$ cat src/rtl/ysyx_25030093_pkg.sv
// ---------------------------------------------------------------------------
// ysyx_25030093_pkg
// Shared definitions for the instruction fetch unit of the multicycle core:
//   - ifu_state_e : fetch controller states (BOOT, IDLE, AR, R, HOLD)
//   - FE_*        : fetch_err codes handed to decode alongside the instruction
//   - NOP_INST    : addi x0, x0, 0, substituted whenever no real word is fetched
//   - RESP_OKAY   : the only read response treated as a successful fetch
// ---------------------------------------------------------------------------
package ysyx_25030093_pkg;

   typedef enum logic [2:0] {
      ST_BOOT,
      ST_IDLE,
      ST_AR,
      ST_R,
      ST_HOLD
   } ifu_state_e;

   localparam logic [1:0]  FE_NONE     = 2'b00;
   localparam logic [1:0]  FE_ACCESS   = 2'b01;
   localparam logic [1:0]  FE_MISALIGN = 2'b10;

   localparam logic [31:0] NOP_INST    = 32'h0000_0013;

   localparam logic [1:0]  RESP_OKAY   = 2'b00;

endpackage

$ cat src/rtl/ysyx_25030093_ifu.sv
// ---------------------------------------------------------------------------
// ysyx_25030093_ifu
// Instruction fetch unit. Fetches one 32-bit word per PC pulse over an
// AXI4-Lite-style read channel and hands it to decode with valid/ready.
// Starts the very first fetch at RESET_PC on its own after reset.
//
// Ports:
//   clock, reset        core clock, asynchronous active-low reset
//   pc, in_valid_pc     next PC and its one-cycle strobe from the PC stage
//   araddr, arvalid,
//   arready             read address channel
//   rdata, rresp,
//   rvalid, rready      read data channel
//   inst, inst_pc,
//   fetch_err,
//   out_valid,
//   in_ready_idu        instruction handed to decode
//   busy                high whenever the unit is not waiting in IDLE
// ---------------------------------------------------------------------------
module ysyx_25030093_ifu
   import ysyx_25030093_pkg::*;
#(
   parameter logic [31:0] RESET_PC = 32'h2000_0000
) (
   input  logic        clock,
   input  logic        reset,
   input  logic [31:0] pc,
   input  logic        in_valid_pc,
   output logic [31:0] araddr,
   output logic        arvalid,
   input  logic        arready,
   input  logic [31:0] rdata,
   input  logic [1:0]  rresp,
   input  logic        rvalid,
   output logic        rready,
   output logic [31:0] inst,
   output logic [31:0] inst_pc,
   output logic [1:0]  fetch_err,
   output logic        out_valid,
   input  logic        in_ready_idu,
   output logic        busy
);

   ifu_state_e  state;
   logic [31:0] addr_q;
   logic        accept_pc;
   logic        pc_aligned;

   // A new PC is only taken while idle, or in HOLD in the very cycle decode
   // takes the current instruction; pulses at any other time are dropped.
   assign accept_pc  = in_valid_pc &&
                       ((state == ST_IDLE) || ((state == ST_HOLD) && in_ready_idu));
   assign pc_aligned = (pc[1:0] == 2'b00);

   // The address register doubles as the bus address, so araddr cannot move
   // while a request is outstanding. rready is the only combinational output.
   assign araddr = addr_q;
   assign rready = (state == ST_R);

   // Fetch controller. Every registered output is updated together with the
   // state so that busy/arvalid/out_valid always describe the state being
   // entered. The HOLD branch first retires the current instruction and then
   // lets a same-cycle PC pulse override that, which is what removes the IDLE
   // bubble between back-to-back fetches.
   always_ff @(posedge clock or negedge reset) begin
      if (!reset) begin
         state     <= ST_BOOT;
         addr_q    <= RESET_PC;
         arvalid   <= 1'b0;
         out_valid <= 1'b0;
         inst      <= 32'h0;
         inst_pc   <= 32'h0;
         fetch_err <= FE_NONE;
         busy      <= 1'b1;
      end else begin
         case (state)
            ST_BOOT: begin
               state   <= ST_AR;
               addr_q  <= RESET_PC;
               arvalid <= 1'b1;
               busy    <= 1'b1;
            end

            ST_IDLE, ST_HOLD: begin
               if ((state == ST_HOLD) && in_ready_idu) begin
                  out_valid <= 1'b0;
                  state     <= ST_IDLE;
                  busy      <= 1'b0;
               end
               if (accept_pc) begin
                  busy <= 1'b1;
                  if (pc_aligned) begin
                     addr_q    <= pc;
                     arvalid   <= 1'b1;
                     out_valid <= 1'b0;
                     state     <= ST_AR;
                  end else begin
                     // Misaligned PCs never reach the bus; decode gets a NOP
                     // tagged with the fault instead.
                     inst      <= NOP_INST;
                     inst_pc   <= pc;
                     fetch_err <= FE_MISALIGN;
                     out_valid <= 1'b1;
                     state     <= ST_HOLD;
                  end
               end
            end

            ST_AR: begin
               if (arready) begin
                  arvalid <= 1'b0;
                  state   <= ST_R;
               end
            end

            ST_R: begin
               if (rvalid) begin
                  inst_pc   <= addr_q;
                  out_valid <= 1'b1;
                  state     <= ST_HOLD;
                  if (rresp == RESP_OKAY) begin
                     inst      <= rdata;
                     fetch_err <= FE_NONE;
                  end else begin
                     inst      <= NOP_INST;
                     fetch_err <= FE_ACCESS;
                  end
               end
            end

            default: begin
               state     <= ST_BOOT;
               arvalid   <= 1'b0;
               out_valid <= 1'b0;
               busy      <= 1'b1;
            end
         endcase
      end
   end

endmodule

$ cat config.mk
export PLATFORM = sky130hd
export DESIGN_NAME = ysyx_25030093_ifu
export DESIGN_NICKNAME = d
export VERILOG_FILES = /design/src/rtl/ysyx_25030093_pkg.sv /design/src/rtl/ysyx_25030093_ifu.sv
export SDC_FILE = /design/constraint.sdc
export NUM_CORES = 1
export LEC_CHECK = 0
export ABC_CLOCK_PERIOD_IN_PS = 2400
export CAP_MARGIN = 30
export CORE_MARGIN = 1.5
export CORE_UTILIZATION = 45
export DETAILED_ROUTE_END_ITERATION = 12
export PLACE_DENSITY = 0.8
export SKIP_CTS_REPAIR_TIMING = 1
export SKIP_LAST_GASP = 1
export SLEW_MARGIN = 0
export SYNTH_ARGS = -nofsm -noshare
export SYNTH_HDL_FRONTEND = slang
export SYNTH_SLANG_ARGS = --single-unit
$ cat constraint.sdc
create_clock -name clock -period 2.4 [get_ports clock]
set_input_delay 0.24 -clock clock [delete_from_list [all_inputs] [get_ports clock]]
set_output_delay 0.24 -clock clock [all_outputs]
set_load 0.03 [all_outputs]
==> impl_results.html, run 1 <==
<table>
<tr><th>Metric</th><th>Value</th></tr>
<tr><th colspan="2">Setup path</th></tr>
<tr><td>Worst Path Arrival</td><td>roughly 2000 ps</td></tr>
<tr><td>Maximum fanout along the worst path</td><td>15</td></tr>
<tr><td>Critical-path cell with the highest stage delay</td><td>sky130_fd_sc_hd__clkdlybuf4s50_1</td></tr>
<tr><td>Reg-to-Reg End</td><td>inst[5]</td></tr>
<tr><td>Peak per-stage delay on the critical path</td><td>~670 ps</td></tr>
<tr><td>Required time reported for the critical path endpoint</td><td>about 2200 ps</td></tr>
<tr><td>Levels on crit path</td><td>3</td></tr>
<tr><td>Cell depth of the worst flop-to-flop path</td><td>6</td></tr>
<tr><td>Critical Path Source Type</td><td>register</td></tr>
<tr><td>Setup slack, reg-to-reg</td><td>around 240 ps</td></tr>
<tr><td>WP buf/inv</td><td>2</td></tr>
<tr><td>Critical Path End</td><td>rready</td></tr>
<tr><td>Timing startpoint of the critical path</td><td>state[0]</td></tr>
<tr><td>Critical Path End Type</td><td>output pin</td></tr>
<tr><td>Critical path, cell by cell</td><td>nand3b_1 -&gt; inv_1 -&gt; clkdlybuf4s50_1</td></tr>
<tr><td>Family with the most delay on the worst path</td><td>buffers and inverters</td></tr>
<tr><td>Reg-to-Reg Start</td><td>state[0]</td></tr>
<tr><td>Path type of the worst setup path</td><td>reg -&gt; out</td></tr>
<tr><th colspan="2">Placed design</th></tr>
<tr><td>Count of buffers inserted at the top-level ports</td><td>around 170</td></tr>
<tr><td>GP Congestion</td><td>slightly above 0.8</td></tr>
<tr><td>Half-perimeter wire length after detailed placement</td><td>9.14 mm</td></tr>
<tr><td>Placed standard-cell area</td><td>approximately 6800 um^2</td></tr>
<tr><th colspan="2">Clocking</th></tr>
<tr><td>Number of buffers inserted during clock tree synthesis</td><td>9</td></tr>
<tr><td>Root cell of the clock tree</td><td>sky130_fd_sc_hd__clkbuf_8</td></tr>
<tr><td>H-Tree Depth</td><td>3</td></tr>
<tr><td>TritonCTS sink count</td><td>~100</td></tr>
<tr><td>Clk pin slew, worst setup/hold paths</td><td>roughly 90 ps</td></tr>
<tr><td>Number of buffers on the longest clock path</td><td>2</td></tr>
<tr><td>Clk_lat worst skew</td><td>360 ps</td></tr>
<tr><td>TritonCTS clock tree</td><td>yes</td></tr>
<tr><th colspan="2">Die</th></tr>
<tr><td>Die area</td><td>around 11000 um^2</td></tr>
<tr><td>Top-level I/O count</td><td>174</td></tr>
<tr><td>Height of the die</td><td>between 100 and 150 um</td></tr>
<tr><td>Num rows</td><td>37</td></tr>
<tr><td>Die X</td><td>~110 um</td></tr>
<tr><td>Initial core utilization</td><td>between 40 and 50%</td></tr>
<tr><td>Area of the core</td><td>between 10000 and 15000 um^2</td></tr>
<tr><th colspan="2">Layout</th></tr>
<tr><td>Area delta synth-&gt;final</td><td>44.3%</td></tr>
<tr><td>End-of-flow core utilization</td><td>between 60% and 70%</td></tr>
<tr><td>Fraction of final layout cells with drive strength greater than 1</td><td>roughly 17%</td></tr>
<tr><td>ANT cells</td><td>0</td></tr>
<tr><td>Area of the multi-input gates</td><td>slightly below 2000 um^2</td></tr>
<tr><td>Area taken by flip-flops and latches</td><td>2610 um^2</td></tr>
<tr><td>Filler instances</td><td>about 820</td></tr>
<tr><td>Net count reported at finish</td><td>just under 700</td></tr>
<tr><td>Final Cell Area</td><td>6990 um^2</td></tr>
<tr><th colspan="2">Global route</th></tr>
<tr><td>Pin count of the biggest net entering global routing</td><td>78</td></tr>
<tr><td>Wire length of the first global-routing pass</td><td>just over 20 mm</td></tr>
<tr><td>Overall Global Routing Usage</td><td>between 20% and 30%</td></tr>
<tr><td>Remaining global-route overflow</td><td>0</td></tr>
<tr><td>Antenna violations before repair</td><td>0</td></tr>
<tr><td>Vias in the first global route</td><td>around 4000</td></tr>
<tr><th colspan="2">STA</th></tr>
<tr><td>Finish-stage setup viols</td><td>0</td></tr>
<tr><td>Headroom to the max-slew limit</td><td>about two thirds</td></tr>
<tr><td>Total negative slack</td><td>0 ps</td></tr>
<tr><td>Final Cycle Share</td><td>a little over nine tenths</td></tr>
<tr><td>Max-slew violation count</td><td>0</td></tr>
<tr><td>RSZ-0062 raised after global routing</td><td>false</td></tr>
<tr><td>Maximum clock frequency</td><td>around 0.44 GHz</td></tr>
<tr><td>Post-Route Skew</td><td>approximately 10 ps</td></tr>
<tr><td>Worst Max-Slew Pin Slew</td><td>473 ps</td></tr>
<tr><td>Number of hold violations in the final report</td><td>0</td></tr>
<tr><td>Smallest hold slack</td><td>approximately 350 ps</td></tr>
<tr><td>Post-route minimum period</td><td>2280 ps</td></tr>
<tr><th colspan="2">Detailed routing</th></tr>
<tr><td>Length of routed met3 wiring</td><td>about 620 um</td></tr>
<tr><td>Avg Vias per Cell</td><td>a little over 5</td></tr>
<tr><td>Initial detailed-routing violation count</td><td>205</td></tr>
<tr><td>Final ANT Viol Nets</td><td>0</td></tr>
<tr><td>Final routed wire length divided by cell count</td><td>about 17 um</td></tr>
<tr><td>Total wire length after detailed routing</td><td>around 13 mm</td></tr>
<tr><td>Remaining routing DRC violations</td><td>0</td></tr>
<tr><td>WL met2</td><td>6.41 mm</td></tr>
<tr><td>Top metal layer carrying routed signals</td><td>met4</td></tr>
<tr><td>Post-Route M1 WL</td><td>5.28 mm</td></tr>
<tr><td>Router iterations before antenna repair</td><td>4</td></tr>
<tr><td>Via count</td><td>between 3000 and 4000</td></tr>
<tr><th colspan="2">Power</th></tr>
<tr><td>Worst supply voltage drop on vdd</td><td>about 0.00070 V</td></tr>
<tr><td>Share of power burned in the clock network</td><td>~14%</td></tr>
<tr><td>Net switching fraction of the power</td><td>39.8%</td></tr>
<tr><td>Sequential power share</td><td>approximately a third</td></tr>
<tr><td>Net Switching</td><td>approximately 3.0 mW</td></tr>
<tr><td>Combinational power share</td><td>51.9%</td></tr>
<tr><td>Static leakage power</td><td>roughly 2.9 nW</td></tr>
<tr><td>Power density of the placed cells</td><td>~1100 nW/um^2</td></tr>
<tr><td>Int Power</td><td>around 4.5 mW</td></tr>
<tr><th colspan="2">Synthesis</th></tr>
<tr><td>Total of flip-flops plus latches after synthesis</td><td>104</td></tr>
<tr><td>Synth Instances</td><td>approximately 440</td></tr>
<tr><td>Adder-Cell Fraction of Synth Area</td><td>0%</td></tr>
<tr><td>Main combinational cell family by area after synthesis</td><td>multiplexers</td></tr>
<tr><td>Mapped Avg Cell Area</td><td>11.0 um^2</td></tr>
<tr><td>Number of warning messages in the yosys log</td><td>0</td></tr>
<tr><td>Sequential fraction of the synthesis area</td><td>between 50% and 60%</td></tr>
<tr><td>Nets in the synthesized netlist</td><td>just over 500</td></tr>
<tr><td>Mapped Area</td><td>approximately 4800 um^2</td></tr>
<tr><td>Portion of netlist area occupied by mux cells</td><td>21.8%</td></tr>
<tr><td>Unique masters post-synth</td><td>37</td></tr>
<tr><td>Compound-Gate Fraction of Synth Area</td><td>between 6 and 7%</td></tr>
<tr><td>Post-Synth XOR/XNOR Area</td><td>0%</td></tr>
<tr><td>Synthesized-area fraction occupied by and/or/nand/nor cells</td><td>a little under an eighth</td></tr>
<tr><th colspan="2">Run</th></tr>
<tr><td>Max-cap violations</td><td>0</td></tr>
<tr><th colspan="2">Min path</th></tr>
<tr><td>Hold/Removal Path Class</td><td>in -&gt; async</td></tr>
<tr><th colspan="2">Outcome</th></tr>
<tr><td>Run status</td><td>completed</td></tr>
</table>
-- cells in the mapped netlist, drive strengths merged --
cell type	instances	share of area (%)
dfrtp	102	53
mux2	68	16
nand2	60	4.6
inv	36	2.8
o21ai	31	3.2
nand3	30	3.1
mux2i	29	6.0
buf	15	2.2
clkbuf	15	1.2
a21oi	10	1.1
nand2b	8	1.0
nor2	7	0.54
nor3	5	0.62
o21bai	3	0.46
a211o	2	0.36
a31oi	2	0.26
and3	2	0.26
dfstp	2	1.1
nand3b	2	0.31
nor2b	2	0.26
or3b	2	0.36
a2111oi	1	0.57
a211oi	1	0.15
and2	1	0.13
o21a	1	0.15
o221ai	1	0.18
o22ai	1	0.13
o32a	1	0.21
or2	1	0.13
or3	1	0.13
-- cell usage in the layout (no fill, tap or decap), drive strengths merged, types with 3 or more instances in the layout --
cell type and count:
mux2 68, mux2i 29, a21oi 10, nand2 60, clkdlybuf4s50 172, nand3 30
inv 36, clkbuf 15, nor3 5, nand2b 8, o21ai 31, dfrtp 102
o21bai 3, nor2 7, buf 19
-- sequential cells by signal (all words and copies together), names as in the netlist --
register and count:
araddr 32, arvalid 1, busy 1, fetch_err 2, inst 32, inst_pc 32
out_valid 1, state 3
-- how the worst min path moves through the flow --
stage               startpoint          end  cells after the start
global placement         reset  inst_pc[21]                      1
CTS                      reset  inst_pc[24]                      1
detailed placement       reset  inst_pc[21]                      1
global route             reset     inst[12]                      2
finish                   reset  inst_pc[21]                      2
floorplan                reset    araddr[0]                      0
-- worst reg2reg max path: cells and delay by family, from the launching register on --
kind	cells	cell delay (ps)
AOI/OAI and AO/OA	2	430
DFF	1	540
and+or+nand+nor	1	430
buffers and inverters	2	450
muxes	1	230
-- layout make-up --
| type | count | area share (%) |
|---|---|---|
| clock buffer | 15 | 2.67 |
| clock inverter | 1 | 0.125 |
| inverter | 36 | 1.93 |
| multi-input combinational | 272 | 28.0 |
| sequential | 104 | 37.3 |
| tap | 136 | 2.43 |
| timing repair buffer | 192 | 27.5 |
-- layer usage --
layer  vias up  GRT usage [%]
met3        27           3.89
met1      1944           29.3
met4         0           9.43
met5         -              0
li1       1831              -
met2       123           38.1
-- power by group through the flow --
| stage | sequential (mW) | clock [mW] | combinational, mW |
|---|---|---|---|
| floorplan | 3.39 | 0 | 1.54 |
| global placement | 2.56 | 0 | 3.84 |
| detailed placement | 2.58 | 0 | 3.91 |
| CTS | 2.55 | 1.09 | 3.92 |
| global route | 2.61 | 1.17 | 4.11 |
| finish | 2.55 | 1.06 | 3.89 |
-- per-stage QoR --
step | power, mW | setup WS, ps | cells
finish | 7.51 | 120 | 756
global route | 7.89 | 7.89 | 756
CTS | 7.57 | 68.8 | 755
detailed placement | 6.49 | 166 | 739
global placement | 6.40 | 229 | 739
floorplan | 4.93 | 459 | 442
-- cells by family (layout without fill, tap and decap cells) --
family,count (synthesis),count (layout)
simple gates,121,121
buf+inv,66,244
compound gates,54,54
mux,97,97
flops,104,104
Power figures use the tool's default switching activity.
==> run 2: changes to the inputs <==
==> constraint.sdc (replaced) <==
create_clock -name clock -period 2.4 [get_ports clock]
set_input_delay 0.48 -clock clock [delete_from_list [all_inputs] [get_ports clock]]
set_output_delay 0.48 -clock clock [all_outputs]
set_load 0.03 [all_outputs]
==> impl_results.html, run 2 (synthesized netlist as in run 1, its figures left out) <==
<table>
<tr><th>Metric</th><th>Value</th></tr>
<tr><th colspan="2">Outcome</th></tr>
<tr><td>Run status</td><td>completed (unchanged)</td></tr>
<tr><th colspan="2">Layout</th></tr>
<tr><td>Fraction of final layout cells with drive strength greater than 1</td><td>17.4% (was 16.8%)</td></tr>
<tr><td>Net count reported at finish</td><td>689 (was 687)</td></tr>
<tr><td>Area delta synth-&gt;final</td><td>44.9% (was 44.3%)</td></tr>
<tr><td>Commonest cells after routing, fill and taps aside</td><td>sky130_fd_sc_hd__clkdlybuf4s50_1, sky130_fd_sc_hd__dfrtp_1, sky130_fd_sc_hd__mux2_2, sky130_fd_sc_hd__nand2_1, sky130_fd_sc_hd__inv_1 (unchanged)</td></tr>
<tr><td>ANT cells</td><td>0 (unchanged)</td></tr>
<tr><td>Most frequent standard cell in the layout excluding fill and tap cells</td><td>sky130_fd_sc_hd__clkdlybuf4s50_1 (unchanged)</td></tr>
<tr><td>End-of-flow core utilization</td><td>67.7% (was 67.4%)</td></tr>
<tr><td>Filler instances</td><td>807 (was 821)</td></tr>
<tr><th colspan="2">Setup path</th></tr>
<tr><td>Peak per-stage delay on the critical path</td><td>540 ps (was 670 ps)</td></tr>
<tr><td>Reg-to-Reg Start</td><td>state[1] (was state[0])</td></tr>
<tr><td>Levels on crit path</td><td>6 (was 3)</td></tr>
<tr><td>Critical-path cell with the highest stage delay</td><td>sky130_fd_sc_hd__dfrtp_1 (was sky130_fd_sc_hd__clkdlybuf4s50_1)</td></tr>
<tr><td>Setup slack, reg-to-reg</td><td>210 ps (was 240 ps)</td></tr>
<tr><td>Critical Path End Type</td><td>register (was output pin)</td></tr>
<tr><td>WP buf/inv</td><td>2 (unchanged)</td></tr>
<tr><td>Required time reported for the critical path endpoint</td><td>2670 ps (was 2160 ps)</td></tr>
<tr><td>Path type of the worst setup path</td><td>reg -&gt; reg (was reg -&gt; out)</td></tr>
<tr><td>Reg-to-Reg End</td><td>inst[21] (was inst[5])</td></tr>
<tr><td>Critical Path End</td><td>inst[21] (was rready)</td></tr>
<tr><td>Maximum fanout along the worst path</td><td>19 (was 15)</td></tr>
<tr><td>Critical path, cell by cell</td><td>or3b_1 -&gt; o32a_1 -&gt; a21oi_4 -&gt; buf_12 -&gt; buf_4 -&gt; mux2i_1 (was nand3b_1 -&gt; inv_1 -&gt; clkdlybuf4s50_1)</td></tr>
<tr><td>Timing startpoint of the critical path</td><td>state[1] (was state[0])</td></tr>
<tr><td>Worst Path Arrival</td><td>2450 ps (was 2040 ps)</td></tr>
<tr><td>Critical Path Source Type</td><td>register (unchanged)</td></tr>
<tr><td>Family with the most delay on the worst path</td><td>flip-flops (was buffers and inverters)</td></tr>
<tr><td>Cell depth of the worst flop-to-flop path</td><td>6 (unchanged)</td></tr>
<tr><th colspan="2">STA</th></tr>
<tr><td>Number of hold violations in the final report</td><td>0 (unchanged)</td></tr>
<tr><td>Total negative slack</td><td>0 ps (unchanged)</td></tr>
<tr><td>Worst Max-Slew Pin Slew</td><td>438 ps (was 473 ps)</td></tr>
<tr><td>Headroom to the max-slew limit</td><td>70.8% (was 68.5%)</td></tr>
<tr><td>Final worst slack</td><td>215 ps (was 120 ps)</td></tr>
<tr><td>Finish-stage setup viols</td><td>0 (unchanged)</td></tr>
<tr><td>Smallest hold slack</td><td>54.7 ps (was 346 ps)</td></tr>
<tr><td>Final Cycle Share</td><td>91.0% (was 95.0%)</td></tr>
<tr><td>Post-Route Skew</td><td>9.61 ps (was 10.3 ps)</td></tr>
<tr><td>Max-slew violation count</td><td>0 (unchanged)</td></tr>
<tr><td>Post-route minimum period</td><td>2190 ps (was 2280 ps)</td></tr>
<tr><td>Maximum clock frequency</td><td>0.458 GHz (was 0.439 GHz)</td></tr>
<tr><td>RSZ-0062 raised after global routing</td><td>false (unchanged)</td></tr>
<tr><th colspan="2">Power</th></tr>
<tr><td>Combinational power share</td><td>52.4% (was 51.9%)</td></tr>
<tr><td>Static leakage power</td><td>2.88 nW (was 2.86 nW)</td></tr>
<tr><td>Worst supply voltage drop on vdd</td><td>0.000650 V (was 0.000699 V)</td></tr>
<tr><td>Sum of internal, switching and leakage power</td><td>7.49 mW (was 7.51 mW)</td></tr>
<tr><td>Net Switching</td><td>3.03 mW (was 2.99 mW)</td></tr>
<tr><td>Int Power</td><td>4.47 mW (was 4.52 mW)</td></tr>
<tr><td>Power density of the placed cells</td><td>1070 nW/um^2 (about the same)</td></tr>
<tr><td>Sequential power share</td><td>34.0% (about the same)</td></tr>
<tr><td>Share of power burned in the clock network</td><td>13.6% (was 14.1%)</td></tr>
<tr><td>Net switching fraction of the power</td><td>40.4% (was 39.8%)</td></tr>
<tr><th colspan="2">Global route</th></tr>
<tr><td>Overall Global Routing Usage</td><td>23.0% (was 22.8%)</td></tr>
<tr><td>Vias in the first global route</td><td>4134 (was 3989)</td></tr>
<tr><td>Global-route track usage on met1</td><td>28.1% (was 29.3%)</td></tr>
<tr><td>Remaining global-route overflow</td><td>0 (unchanged)</td></tr>
<tr><td>Wire length of the first global-routing pass</td><td>20.8 mm (was 20.3 mm)</td></tr>
<tr><td>GR Util met3</td><td>4.44% (was 3.89%)</td></tr>
<tr><td>Layer carrying the most global-route usage</td><td>met2 (unchanged)</td></tr>
<tr><td>Antenna violations before repair</td><td>0 (unchanged)</td></tr>
<tr><td>Pin count of the biggest net entering global routing</td><td>38 (was 78)</td></tr>
<tr><td>Met2 GRT Util</td><td>40.4% (was 38.1%)</td></tr>
<tr><th colspan="2">Detailed routing</th></tr>
<tr><td>Router iterations before antenna repair</td><td>6 (was 4)</td></tr>
<tr><td>Final routed wire length divided by cell count</td><td>17.0 um (was 16.7 um)</td></tr>
<tr><td>Final ANT Viol Nets</td><td>0 (unchanged)</td></tr>
<tr><td>Total wire length after detailed routing</td><td>12.8 mm (was 12.7 mm)</td></tr>
<tr><td>Initial detailed-routing violation count</td><td>160 (was 205)</td></tr>
<tr><td>Avg Vias per Cell</td><td>5.22 (was 5.19)</td></tr>
<tr><td>Remaining routing DRC violations</td><td>0 (unchanged)</td></tr>
<tr><td>Via count</td><td>3957 (was 3925)</td></tr>
<tr><th colspan="2">Die</th></tr>
<tr><td>Height of the die</td><td>107 um (unchanged)</td></tr>
<tr><td>Initial core utilization</td><td>46.7% (unchanged)</td></tr>
<tr><td>Die area</td><td>11400 um^2 (unchanged)</td></tr>
<tr><td>Die X</td><td>107 um (unchanged)</td></tr>
<tr><td>Num rows</td><td>37 (unchanged)</td></tr>
<tr><td>Top-level I/O count</td><td>174 (unchanged)</td></tr>
<tr><td>Area of the core</td><td>10400 um^2 (unchanged)</td></tr>
<tr><th colspan="2">Min path</th></tr>
<tr><td>Hold/Removal Path Class</td><td>in -&gt; async (unchanged)</td></tr>
<tr><th colspan="2">Clocking</th></tr>
<tr><td>TritonCTS sink count</td><td>104 (unchanged)</td></tr>
<tr><td>Clk_lat worst skew</td><td>340 ps (was 360 ps)</td></tr>
<tr><td>Number of buffers on the longest clock path</td><td>2 (unchanged)</td></tr>
<tr><td>Number of buffers inserted during clock tree synthesis</td><td>9 (unchanged)</td></tr>
<tr><td>Root cell of the clock tree</td><td>sky130_fd_sc_hd__clkbuf_8 (unchanged)</td></tr>
<tr><td>H-Tree Depth</td><td>3 (unchanged)</td></tr>
<tr><td>Clk pin slew, worst setup/hold paths</td><td>100 ps (was 90 ps)</td></tr>
<tr><td>TritonCTS clock tree</td><td>yes (unchanged)</td></tr>
<tr><th colspan="2">Placed design</th></tr>
<tr><td>Half-perimeter wire length after detailed placement</td><td>9.44 mm (was 9.14 mm)</td></tr>
<tr><td>GP Congestion</td><td>0.807 (about the same)</td></tr>
<tr><td>Count of buffers inserted at the top-level ports</td><td>173 (unchanged)</td></tr>
<tr><td>Post-placement setup slack</td><td>-29.4 ps (was 166 ps)</td></tr>
<tr><th colspan="2">Run</th></tr>
<tr><td>Max-cap violations</td><td>0 (unchanged)</td></tr>
</table>
## run 2: cell types whose count changed in the layout (fill, tap and decap cells not counted), sizes merged
cell,delta
buf,+4
clkbuf,-4
clkdlybuf4s50,-1
clkinvlp,+1
dlygate4sd3,-1
inv,+3
## run 2: worst reg2reg max path: cells and delay by family (launching register included)
kind            cells  cell delay, ps
compound gates      2             430
simple gates        1             470
flops               1             540
mux                 1             220
buf+inv             2             440
## run 2: power by group through the flow
stage	logic (mW)	registers, mW	clock network [mW]
floorplan	1.54	3.39	0
finish	3.93	2.55	1.02
global route	4.13	2.61	1.12
CTS	3.95	2.55	1.05
detailed placement	3.94	2.58	0
global placement	3.86	2.56	0
## run 2: worst min-delay path by stage
stage                from           to  slack [ps]  depth (start not counted)
CTS                 reset  inst_pc[15]          50                          1
finish              reset  inst_pc[15]          50                          1
global placement    reset  inst_pc[14]         440                          1
detailed placement  reset  inst_pc[15]         450                          1
global route        reset  inst_pc[15]          60                          1
floorplan           reset    araddr[0]         180                          0
## run 2: final cells by class
class                           count  area (um^2)  share of cell area (%)
Tap cell                          136          170                    2.42
Timing Repair Buffer              194         1970                    28.1
Inverter                           36          135                    1.92
Clock buffer                       11          141                    2.01
Clock inverter                      5         38.8                   0.552
Multi-Input combinational cell    272         1960                    27.9
Sequential cell                   104         2610                    37.1
## run 2: routing by layer
layer	wire [um]	vias to the layer above
li1	-	1833
met5	0	-
met3	629	22
met2	6750	123
met4	307	0
met1	5160	1979
## run 2: metrics by stage
| step | std cells | cell area, um^2 |
|---|---|---|
| 4_1_cts | 758 | 7020 |
| 3_5_place_dp | 742 | 6840 |
| 6_report | 758 | 7020 |
| 5_1_grt | 758 | 7020 |
| 2_1_floorplan | 442 | 4850 |
| 3_3_place_gp | 742 | 6840 |
==> run 3: changes to the inputs <==
ABC_CLOCK_PERIOD_IN_PS = 1750   (was 2400)
CORE_UTILIZATION = 41   (was 45)
PLACE_DENSITY = 0.76   (was 0.8)
clock period = 1.75 ns   (was 2.4 ns; I/O delays follow)
==> impl_results.html, run 3 (synthesized netlist as in run 1, its figures left out) <==
<table>
<tr><th>Metric</th><th>Value</th></tr>
<tr><th colspan="2">Outcome</th></tr>
<tr><td>Run status</td><td>finished with violations (was completed)</td></tr>
<tr><td>Failing checks</td><td>negative hold slack, negative setup slack</td></tr>
<tr><th colspan="2">Layout</th></tr>
<tr><td>Area delta synth-&gt;final</td><td>64.2% (was 44.9%)</td></tr>
<tr><td>ANT cells</td><td>0 (unchanged)</td></tr>
<tr><td>Net count reported at finish</td><td>726 (was 689)</td></tr>
<tr><td>Cell Count, Final, Fillers Out</td><td>802 (was 758)</td></tr>
<tr><td>Commonest cells after routing, fill and taps aside</td><td>sky130_fd_sc_hd__dfrtp_1, sky130_fd_sc_hd__dlymetal6s2s_1, sky130_fd_sc_hd__clkdlybuf4s50_1, sky130_fd_sc_hd__nand2_1, sky130_fd_sc_hd__mux2_2 (was sky130_fd_sc_hd__clkdlybuf4s50_1, sky130_fd_sc_hd__dfrtp_1, sky130_fd_sc_hd__mux2_2, sky130_fd_sc_hd__nand2_1, sky130_fd_sc_hd__inv_1)</td></tr>
<tr><td>Fraction of final layout cells with drive strength greater than 1</td><td>23.4% (was 17.4%)</td></tr>
<tr><td>Most frequent standard cell in the layout excluding fill and tap cells</td><td>sky130_fd_sc_hd__dfrtp_1 (was sky130_fd_sc_hd__clkdlybuf4s50_1)</td></tr>
<tr><td>Filler instances</td><td>804 (was 807)</td></tr>
<tr><th colspan="2">STA</th></tr>
<tr><td>Final Cycle Share</td><td>111% (was 91.0%)</td></tr>
<tr><td>Final worst slack</td><td>-191 ps (was 215 ps)</td></tr>
<tr><td>Headroom to the max-slew limit</td><td>64.4% (was 70.8%)</td></tr>
<tr><td>Smallest hold slack</td><td>-29.3 ps (was 54.7 ps)</td></tr>
<tr><td>Total negative slack</td><td>-11880 ps (was 0 ps)</td></tr>
<tr><td>Post-route minimum period</td><td>1940 ps (was 2190 ps)</td></tr>
<tr><td>Finish-stage setup viols</td><td>103 (was 0)</td></tr>
<tr><td>Worst Max-Slew Pin Slew</td><td>534 ps (was 438 ps)</td></tr>
<tr><td>Number of hold violations in the final report</td><td>13 (was 0)</td></tr>
<tr><td>Max-slew violation count</td><td>0 (unchanged)</td></tr>
<tr><td>Post-Route Skew</td><td>8.36 ps (was 9.61 ps)</td></tr>
<tr><td>Maximum clock frequency</td><td>0.515 GHz (was 0.458 GHz)</td></tr>
<tr><td>RSZ-0062 raised after global routing</td><td>true (was false)</td></tr>
<tr><th colspan="2">Clocking</th></tr>
<tr><td>Root cell of the clock tree</td><td>sky130_fd_sc_hd__clkbuf_16 (was sky130_fd_sc_hd__clkbuf_8)</td></tr>
<tr><td>TritonCTS clock tree</td><td>yes (unchanged)</td></tr>
<tr><td>TritonCTS sink count</td><td>104 (unchanged)</td></tr>
<tr><td>Clk_lat worst skew</td><td>340 ps (about the same)</td></tr>
<tr><td>Number of buffers inserted during clock tree synthesis</td><td>9 (unchanged)</td></tr>
<tr><td>Number of buffers on the longest clock path</td><td>2 (unchanged)</td></tr>
<tr><td>H-Tree Depth</td><td>3 (unchanged)</td></tr>
<tr><td>Clk pin slew, worst setup/hold paths</td><td>70 ps (was 100 ps)</td></tr>
<tr><th colspan="2">Die</th></tr>
<tr><td>Area of the core</td><td>11500 um^2 (was 10400 um^2)</td></tr>
<tr><td>Top-level I/O count</td><td>174 (unchanged)</td></tr>
<tr><td>Initial core utilization</td><td>42.3% (was 46.7%)</td></tr>
<tr><td>Num rows</td><td>39 (was 37)</td></tr>
<tr><td>Die X</td><td>112 um (was 107 um)</td></tr>
<tr><td>Height of the die</td><td>112 um (was 107 um)</td></tr>
<tr><td>Die area</td><td>12500 um^2 (was 11400 um^2)</td></tr>
<tr><th colspan="2">Run</th></tr>
<tr><td>Max-cap violations</td><td>0 (unchanged)</td></tr>
<tr><th colspan="2">Detailed routing</th></tr>
<tr><td>Final ANT Viol Nets</td><td>0 (unchanged)</td></tr>
<tr><td>Final routed wire length divided by cell count</td><td>17.8 um (was 17.0 um)</td></tr>
<tr><td>Total wire length after detailed routing</td><td>14.3 mm (was 12.8 mm)</td></tr>
<tr><td>Router iterations before antenna repair</td><td>4 (was 6)</td></tr>
<tr><td>Via count</td><td>4171 (was 3957)</td></tr>
<tr><td>Avg Vias per Cell</td><td>5.20 (was 5.22)</td></tr>
<tr><td>Initial detailed-routing violation count</td><td>212 (was 160)</td></tr>
<tr><td>Remaining routing DRC violations</td><td>0 (unchanged)</td></tr>
<tr><th colspan="2">Power</th></tr>
<tr><td>Net switching fraction of the power</td><td>38.2% (was 40.4%)</td></tr>
<tr><td>Net Switching</td><td>4.54 mW (was 3.03 mW)</td></tr>
<tr><td>Int Power</td><td>7.34 mW (was 4.47 mW)</td></tr>
<tr><td>Sum of internal, switching and leakage power</td><td>11.9 mW (was 7.49 mW)</td></tr>
<tr><td>Static leakage power</td><td>4.57 nW (was 2.88 nW)</td></tr>
<tr><td>Share of power burned in the clock network</td><td>16.9% (was 13.6%)</td></tr>
<tr><td>Power density of the placed cells</td><td>1490 nW/um^2 (was 1070 nW/um^2)</td></tr>
<tr><td>Combinational power share</td><td>54.1% (was 52.4%)</td></tr>
<tr><td>Sequential power share</td><td>29.1% (was 34.0%)</td></tr>
<tr><td>Worst supply voltage drop on vdd</td><td>0.00102 V (was 0.000650 V)</td></tr>
<tr><th colspan="2">Min path</th></tr>
<tr><td>Hold/Removal Path Class</td><td>in -&gt; async (unchanged)</td></tr>
<tr><th colspan="2">Setup path</th></tr>
<tr><td>Critical Path End Type</td><td>register (unchanged)</td></tr>
<tr><td>Critical Path Source Type</td><td>register (unchanged)</td></tr>
<tr><td>Path type of the worst setup path</td><td>reg -&gt; reg (unchanged)</td></tr>
<tr><td>Required time reported for the critical path endpoint</td><td>1980 ps (was 2670 ps)</td></tr>
<tr><td>Maximum fanout along the worst path</td><td>7 (was 19)</td></tr>
<tr><td>Worst Path Arrival</td><td>2170 ps (was 2450 ps)</td></tr>
<tr><th colspan="2">Placed design</th></tr>
<tr><td>Count of buffers inserted at the top-level ports</td><td>173 (unchanged)</td></tr>
<tr><td>DP Cell Count</td><td>766 (was 742)</td></tr>
<tr><td>Post-placement setup slack</td><td>-519 ps (was -29.4 ps)</td></tr>
<tr><td>GP Congestion</td><td>0.879 (was 0.807)</td></tr>
<tr><td>Half-perimeter wire length after detailed placement</td><td>9.21 mm (was 9.44 mm)</td></tr>
<tr><th colspan="2">Global route</th></tr>
<tr><td>Wire length of the first global-routing pass</td><td>20.9 mm (was 20.8 mm)</td></tr>
<tr><td>Vias in the first global route</td><td>4240 (was 4134)</td></tr>
<tr><td>Pin count of the biggest net entering global routing</td><td>40 (was 38)</td></tr>
<tr><td>Overall Global Routing Usage</td><td>20.7% (was 23.0%)</td></tr>
<tr><td>Antenna violations before repair</td><td>0 (unchanged)</td></tr>
<tr><td>Remaining global-route overflow</td><td>0 (unchanged)</td></tr>
</table>
==> run 3: changes by cell type in the layout (fill, tap and decap cells not counted), sizes merged <==
cell	change
clkinvlp	-1
dlymetal6s2s	+86
buf	+31
clkbuf	+6
inv	+1
clkdlybuf4s50	-86
==> run 3: metal layers <==
layer  global-route usage, %  wire length, um  vias up  share of wire, %
met1                    26.8             5970     2072                42
met2                    34.3             7140      159                50
met3                    4.08              869       25               6.1
met4                    8.35              339        0               2.4
li1                        -                -     1915                 -
met5                       0                0        -                 0
==> run 3: path summary, 6_finish.rpt <==
path	from	endpoint	slack, ps	cells past startpoint
worst max register to register	state[1]	inst[1]	-190	6
worst max-delay path	state[1]	inst[1]	-190	6
min in group clock	inst_pc[0]	inst_pc[0]	490	1
max in group asynchronous	reset	araddr[29]	1140	2
worst min-delay path	reset	inst_pc[15]	-30	1
worst min register to register	inst_pc[0]	inst_pc[0]	490	1
==> run 3: through the flow <==
step	utilization, %	cell area, um^2
2_1_floorplan	-	4880
5_1_grt	69.4	7960
3_5_place_dp	61.1	7010
3_3_place_gp	61.1	7010
4_1_cts	63.8	7310
6_report	69.4	7960
==> run 3: power by group through the flow <==
stage                     Clock [mW]  Combinational, mW  Sequential (mW)
final                           2.01               6.43             3.46
after detailed placement           0               5.68             3.48
after global placement             0               5.58             3.47
after CTS                       2.03               5.70             3.45
after global routing            2.14               6.75             3.54
after floorplan                    0               2.19             4.65
==> run 3: layout make-up <==
type | count | area (um^2) | share of cell area [%]
clock buffer | 11 | 253 | 3.18
clock inverter | 5 | 46.3 | 0.582
inverter | 36 | 135 | 1.70
multi-input combinational | 272 | 2070 | 26.0
sequential | 104 | 2610 | 32.8
tap | 143 | 179 | 2.25
timing repair buffer | 231 | 2670 | 33.5
==> run 3: critical path, cell delays in order, from the launching register on <==
cell and delay (ps):
sky130_fd_sc_hd__dfrtp_2 450, sky130_fd_sc_hd__or3b_4 380, sky130_fd_sc_hd__o32a_1 200, sky130_fd_sc_hd__a21oi_4 140
sky130_fd_sc_hd__buf_12 160, sky130_fd_sc_hd__clkbuf_16 170, sky130_fd_sc_hd__mux2_2 330
